File: src/rtl/sccb_master.sv
// rtl/sccb_master.sv - SCCB master: command/response ports, programmable SCL divider, split SDA tristate
module sccb_master #(
  parameter int unsigned CLK_DIV        = 50,
  parameter int unsigned SUB_ADDR_BYTES = 1,
  parameter logic [6:0]  DEV_ID         = 7'h21,
  parameter bit          ACK_CHECK      = 1'b1
) (
  input  logic                        clk,
  input  logic                        rst,
  input  logic                        cmd_valid,
  output logic                        cmd_ready,
  input  logic                        cmd_write,
  input  logic [8*SUB_ADDR_BYTES-1:0] cmd_addr,
  input  logic [7:0]                  cmd_wdata,
  output logic                        rsp_valid,
  output logic [7:0]                  rsp_rdata,
  output logic                        ack_err,
  output logic                        busy,
  output logic                        scl,
  output logic                        sda_o,
  output logic                        sda_oe,
  input  logic                        sda_i
);

  localparam int unsigned   FW       = 8 * SUB_ADDR_BYTES + 16;
  localparam int unsigned   DW       = (CLK_DIV > 1) ? $clog2(CLK_DIV) : 1;
  localparam logic [DW-1:0] DIV_LAST = DW'(CLK_DIV - 1);
  localparam logic [2:0]    BYTES_WR = 3'(SUB_ADDR_BYTES + 1);
  localparam logic [2:0]    BYTES_RD = 3'(SUB_ADDR_BYTES);

  typedef enum logic [2:0] {
    IDLE, START, TX_BYTE, DC_BIT, RX_BYTE, NA_BIT, STOP, GAP
  } state_e;

  state_e        state_q, state_d;
  logic [DW-1:0] div_q, div_d;
  logic [1:0]    qtr_q, qtr_d;
  logic [2:0]    bit_q, bit_d;
  logic [2:0]    byte_q, byte_d;
  logic          write_q, write_d;
  logic          second_q, second_d;
  logic [FW-1:0] tx_q, tx_d;
  logic [7:0]    rx_q, rx_d;
  logic [7:0]    rdata_q, rdata_d;
  logic          acc_q, acc_d;
  logic          rsp_q, rsp_d;
  logic          err_q, err_d;
  logic          scl_q, scl_d;
  logic          sdo_q, sdo_d;
  logic          soe_q, soe_d;

  logic tick, sample, unit_end;

  assign tick     = (div_q == DIV_LAST);
  assign sample   = tick && (qtr_q == 2'd2);
  assign unit_end = tick && (qtr_q == 2'd3);

  // Pad values for a given state/quarter: {scl, sda_o, sda_oe}.
  function automatic logic [2:0] bus_drive(input state_e st, input logic [1:0] q, input logic txb);
    logic pulse;
    pulse = (q == 2'd1) || (q == 2'd2);
    case (st)
      START:           bus_drive = {q != 2'd3, q < 2'd2, 1'b1};
      TX_BYTE:         bus_drive = {pulse, txb, 1'b1};
      DC_BIT, RX_BYTE: bus_drive = {pulse, 1'b1, 1'b0};
      NA_BIT:          bus_drive = {pulse, 1'b1, 1'b1};
      STOP:            bus_drive = {q != 2'd0, q >= 2'd2, 1'b1};
      default:         bus_drive = 3'b111;
    endcase
  endfunction

  always_ff @(posedge clk) begin
    if (rst) begin
      state_q  <= IDLE;
      div_q    <= '0;
      qtr_q    <= '0;
      bit_q    <= '0;
      byte_q   <= '0;
      write_q  <= 1'b0;
      second_q <= 1'b0;
      tx_q     <= '0;
      rx_q     <= '0;
      rdata_q  <= '0;
      acc_q    <= 1'b0;
      rsp_q    <= 1'b0;
      err_q    <= 1'b0;
      scl_q    <= 1'b1;
      sdo_q    <= 1'b1;
      soe_q    <= 1'b1;
    end else begin
      state_q  <= state_d;
      div_q    <= div_d;
      qtr_q    <= qtr_d;
      bit_q    <= bit_d;
      byte_q   <= byte_d;
      write_q  <= write_d;
      second_q <= second_d;
      tx_q     <= tx_d;
      rx_q     <= rx_d;
      rdata_q  <= rdata_d;
      acc_q    <= acc_d;
      rsp_q    <= rsp_d;
      err_q    <= err_d;
      scl_q    <= scl_d;
      sdo_q    <= sdo_d;
      soe_q    <= soe_d;
    end
  end

  always_comb begin
    state_d  = state_q;
    div_d    = div_q;
    qtr_d    = qtr_q;
    bit_d    = bit_q;
    byte_d   = byte_q;
    write_d  = write_q;
    second_d = second_q;
    tx_d     = tx_q;
    rx_d     = rx_q;
    rdata_d  = rdata_q;
    acc_d    = acc_q;
    rsp_d    = 1'b0;
    err_d    = 1'b0;

    if (state_q == IDLE) begin
      if (cmd_valid && cmd_ready) begin
        state_d  = START;
        div_d    = '0;
        qtr_d    = '0;
        bit_d    = '0;
        write_d  = cmd_write;
        second_d = 1'b0;
        byte_d   = cmd_write ? BYTES_WR : BYTES_RD;
        tx_d     = {DEV_ID, 1'b0, cmd_addr, cmd_wdata};
        acc_d    = 1'b0;
      end
    end else begin
      div_d = tick ? '0 : div_q + 1'b1;
      if (tick) qtr_d = qtr_q + 2'd1;
      case (state_q)
        START: if (unit_end) state_d = TX_BYTE;
        TX_BYTE: begin
          if (unit_end) begin
            tx_d  = tx_q << 1;
            bit_d = bit_q + 3'd1;
            if (bit_q == 3'd7) state_d = DC_BIT;
          end
        end
        DC_BIT: begin
          if (sample && ACK_CHECK && sda_i) acc_d = 1'b1;
          if (unit_end) begin
            // byte_q counts bytes still to send after the one just acknowledged
            if (second_q) begin
              state_d = RX_BYTE;
            end else if (byte_q != 3'd0) begin
              state_d = TX_BYTE;
              byte_d  = byte_q - 3'd1;
            end else begin
              state_d = STOP;
            end
          end
        end
        RX_BYTE: begin
          if (sample) rx_d = {rx_q[6:0], sda_i};
          if (unit_end) begin
            bit_d = bit_q + 3'd1;
            if (bit_q == 3'd7) state_d = NA_BIT;
          end
        end
        NA_BIT: if (unit_end) state_d = STOP;
        STOP: begin
          if (unit_end) begin
            if (write_q || second_q) begin
              state_d = IDLE;
              rsp_d   = 1'b1;
              err_d   = acc_q;
              if (!write_q) rdata_d = rx_q;
            end else begin
              state_d = GAP;
            end
          end
        end
        GAP: begin
          if (unit_end) begin
            state_d  = START;
            second_d = 1'b1;
            tx_d     = {DEV_ID, 1'b1, {(FW-8){1'b0}}};
          end
        end
        default: state_d = IDLE;
      endcase
    end

    // Pads are registered from the next state so they stay aligned with state_q.
    {scl_d, sdo_d, soe_d} = bus_drive(state_d, qtr_d, tx_d[FW-1]);
  end

  assign cmd_ready = (state_q == IDLE) && !rsp_q;
  assign busy      = !cmd_ready;
  assign rsp_valid = rsp_q;
  assign rsp_rdata = rdata_q;
  assign ack_err   = err_q;
  assign scl       = scl_q;
  assign sda_o     = sdo_q;
  assign sda_oe    = soe_q;

endmodule
File: config.mk
export PLATFORM = sky130hd
export DESIGN_NAME = sccb_master
export DESIGN_NICKNAME = d
export VERILOG_FILES = /design/src/rtl/sccb_master.sv
export SDC_FILE = /design/constraint.sdc
export NUM_CORES = 1
export LEC_CHECK = 0
export CORE_ASPECT_RATIO = 0.8
export CORE_UTILIZATION = 60
export CTS_CLUSTER_SIZE = 28
export DETAILED_ROUTE_END_ITERATION = 16
export PLACE_DENSITY_LB_ADDON = 0.2
export SYNTH_ARGS = -nofsm -noshare
export SYNTH_HDL_FRONTEND = slang
export SYNTH_SLANG_ARGS = --single-unit
File: constraint.sdc
create_clock -name clk -period 7.5 [get_ports clk]
set_clock_uncertainty 0.1 [all_clocks]
set_input_delay 1.875 -clock clk [delete_from_list [all_inputs] [get_ports clk]]
set_output_delay 1.875 -clock clk [all_outputs]
set_load 0.005 [all_outputs]
# Word level (Yosys, flattened, before mapping)
# Cells that the tools add are included.
[word_totals]
reg_bits = 65
out_inout_bits = 15
[classes]
n_addsub = 4
magnitude_cmp = 2
n_eq_ne = 24
n_mux = 46
bitwise_logic = 5
n_reduce_logical = 31
[ops]
columns = ["op", "n"]
rows = [
  ["24-bit two-way mux", 4],
  ["3-bit two-way mux", 24],
  ["24-bit case mux with 2 select lines", 1],
  ["3-bit equality test, second input constant", 8],
  ["3-bit case mux with 7 select lines", 1],
  ["6-bit two-way mux", 3],
  ["3-bit case mux with 5 select lines", 1],
  ["2-bit nonzero test", 7],
  ["3-bit by 2-bit equality test with 1-bit output, second input constant", 4],
  ["3-bit AND reduction", 4],
  ["5-bit AND reduction", 2],
  ["1-bit two-way mux", 8],
  ["2-bit two-way mux", 4],
  ["6-bit by 1-bit adder with 6-bit output, second input constant", 1],
  ["2-bit equality test, second input constant", 3],
  ["3-bit by 1-bit equality test with 1-bit output, second input constant", 2],
  ["6-bit equality test, second input constant", 1],
  ["3-bit inequality test, second input constant", 2],
  ["3-bit nonzero test", 2],
  ["1-bit logical AND", 5],
  ["1-bit NOT", 5],
  ["5-bit OR reduction", 1],
  ["2-bit inequality test, second input constant", 2],
  ["4-bit AND reduction", 1],
  ["13 further kinds", 16],
]

# Longest topological paths before layout
[logic_depth]
ltp_word = 9
ltp_mapped = 12
mapped_depth_nobuf = 12

# Worst setup path before layout
# Ideal clock, no wire load.
[synth_path]
kind = "input to register"
from = "input cmd_valid"
to = "register scl_q, in the netlist scl"
setup_ns = 0.079
arrival_ns = 3.498
required_time_ns = 7.321
slack_ns = 3.823
stages = 10
path_buffers = 0
cell_sequence = "or4b_4 -> nor2_8 -> nor3_1 -> a21oi_1 -> inv_1 -> ha_1 -> inv_1 -> a31oi_1 -> mux2i_1 -> o211ai_1"
[synth_via]
elab_chain_cells = 6
word_cells_on_any_way = 18
cone_classes = "eq/ne: 9; mux: 5; reduce/logical: 4"
[synth_rtl]
columns = ["element", "line", "rtl"]
rows = [
  ["from (decl)", "10", "input logic cmd_valid,"],
  ["1-bit logical AND (*)", "126", "if (cmd_valid && cmd_ready) begin"],
  ["2-bit two-way mux (*)", "126", ""],
  ["2-bit two-way mux (*)", "125", "if (state_q == IDLE) begin"],
  ["named net qtr_d[0]", "37", "logic [1:0] qtr_q, qtr_d;"],
  ["2-bit by 1-bit equality test with 1-bit output or 2-bit equality test (tied branches)", "61", "pulse = (q == 2'd1) || (q == 2'd2);"],
  ["1-bit logical OR", "61", ""],
  ["3-bit case mux with 5 select lines (*)", "62", "case (st)"],
  ["to (signal assigned)", "104", "scl_q <= scl_d;"],
  ["to (decl)", "48", "logic scl_q, scl_d;"],
]
# Mark *: on every way through the listed nets, which the timed path passes. The rest lies on a longest branch.
# A chain may end at the register's enable or synchronous reset.

# Worst setup path after layout
# Same ends and word-level chain as after synthesis.

==> results.tsv <==
metric	value	unit
status	completed	
ctsHoldBuffers	0	
hold_viol	0	
dp.cells	408	
synthesis.area	3050	µm²
placed_area	3370	µm²
ir_drop	0.169	mV
cpMostUsedCell	inv_1	
start_util	0.645	
wl_per_cell	15.7	µm
syn_nets	365	
clk_path_buf_depth	2	
syn_inst	334	
post_cts_resized	0	
synth-main-ff-cell	dfxtp_1	
routed_wl	6640	µm
die-width	81.8	µm
yosysWarnings	0	
htreeDepth	3	
io_buffers	35	
total_power	0.000674	W
ios	36	
dr.first_iter.drc_count	290	
relSlewSlack	0.212	
routed-via-count	2579	
drv_cap	0	
core.rowCount	22	
area_growth	16.1	%
clkTransAtPathRegs	70	ps
path_max_fanout	25	
startpoint_type	input port	
path_class	in2reg	
yosysTopAreaCellShare	0.426	
power_density	190	nW/µm²
synth_area_per_cell	9.14	µm²
drc	0	
setup_viol	0	
period_share	0.555	
postCtsSetupRepairBufs	0	
synth_seq_cells	65	
diodes	0	
numCtsBuffers	9	
final_layout_size_suffix_gt1_frac	0.0824	
yosys-top-cells-area	dfxtp_1, nor2_1, mux2i_1, a222oi_1, ha_1	
vias_per_cell	6.08	
final_nets	390	
end_kind	register	
fp.dieArea	5380	µm²
crit_arrival	4330	ps
min_path_type	reg2reg	
drt-pass1-iter-count	8	
grt_max_degree	65	
die_y	65.8	µm
cts_sinks	65	
coreArea	4730	µm²
cts_root_buffer	clkbuf_8	
hpwl	4310	µm
final_cell_mix	dfxtp_1, nor2_1, clkdlybuf4s50_1, mux2i_1, a21oi_1	
fin_util	0.749	
cts_tree	built	
worst_ep_required_time	7670	ps
clk_latency	340	ps
antenna_found_initial	0	
postRouteAntennaNets	0	
synth.distinct_cells	55	
finalSetupTns	0	ps
leakagePower	1.34	nW
rsz0062_at_grt	false	
slowest_delay	540	ps
fmax	240	MHz
final_cells	424	
grt_usage	0.279	
grt_pass1_vias	2460	
finalCriticalPeriod	4160	ps
slew_viol_final	0	
grt_pass1_wl	11200	µm
yosys.area.top_type	dfxtp_1	
synth-edff-count	0	
final_common_cell	dfxtp_1	
gp_congestion	0.838	
ys_seq_area_frac	0.426	
overflow	0	
tightestPinTransition	1180	ps
cp_slowest_cell	or4b_4	
fin_area	3540	µm²
ys_async_sr_fraction	0	
crit_chain	clkdlybuf4s50_1 > or4b_4 > nor2_8 > nor3_1 > a21oi_1 > inv_1 > ha_1 > inv_1 > a31oi_1 > mux2i_1 > o211ai_1	
Yosys cell counts (all sizes together), types with 9 or more instances:
| cell type | n |
|---|---|
| dfxtp | 65 |
| nor2 | 64 |
| mux2i | 20 |
| a21oi | 16 |
| a222oi | 15 |
| inv | 14 |
| buf | 13 |
| o21ai | 11 |
| ha | 10 |
| clkbuf | 9 |
| nand2 | 9 |
| nand3 | 9 |
| nor3 | 9 |
cell families (layout without fill, tap and decap cells):
family / count (synthesis) / after routing / synth area share
XOR/XNOR: 1 / 1 / 0.00287
buffers and inverters: 36 / 66 / 0.0553
flip-flops: 65 / 65 / 0.426
adder cells (fa/ha/maj): 10 / 10 / 0.0410
AND/OR/NAND/NOR: 127 / 127 / 0.226
AO/OA/AOI/OAI: 75 / 75 / 0.183
multiplexers: 20 / 20 / 0.0656
layer usage:
metal | vias up | wire (µm) | GRT usage
li1 | 1270 | - | -
met1 | 1217 | 3040 | 0.346
met2 | 81 | 3130 | 0.450
met3 | 11 | 376 | 0.0966
met4 | 0 | 98 | 0.0899
met5 | - | 0 | 0
final timing paths:
path	to	depth (start not counted)	slack, ps	from
worst max-delay path	scl	11	3340	cmd_valid
worst min register to register	ack_err	1	370	acc_q
worst min-delay path	ack_err	1	370	acc_q
worst max register to register	scl	10	4650	state_q[2]
power breakdown:
part           internal [W]  leakage (nW)  total [W]  switching, W
Combinational     0.0000272         0.733  0.0000590     0.0000319
Clock              0.000129        0.0826   0.000257      0.000128
Sequential         0.000353         0.528   0.000358    0.00000487
critical path: cells and delay by family:
kind                       cells  cell delay (ps)
and+or+nand+nor                3              930
buffers and inverters          3              600
AOI/OAI and AO/OA              3              520
adders and majority gates      1              300
muxes                          1               90
stage by stage:
step / hold WS, ps / worst slack (ps)
floorplan: 330 / 3820
CTS: 368 / 3380
finish: 366 / 3340
detailed placement: 352 / 3010
global placement: 343 / 3050
global route: 382 / 3210
final cells by class:
class / instances / area, µm²
Multi-Input combinational cell: 233 / 1590
Inverter: 14 / 52.6
Clock inverter: 4 / 28.8
Timing Repair Buffer: 36 / 353
Tap cell: 60 / 75.1
Sequential cell: 65 / 1300
Clock buffer: 12 / 145
Fill cell: 368 / 1190
registers in the layout, summed over array words and instances (netlist names):
name       count
acc_q          1
ack_err        1
bit_q          3
byte_q         3
div_q          6
qtr_q          2
rsp_rdata      8
rsp_valid      1
rx_q           8
scl            1
sda_o          1
sda_oe         1
second_q       1
state_q        3
tx_q          24
write_q        1
(Power assumes the default switching activity.)
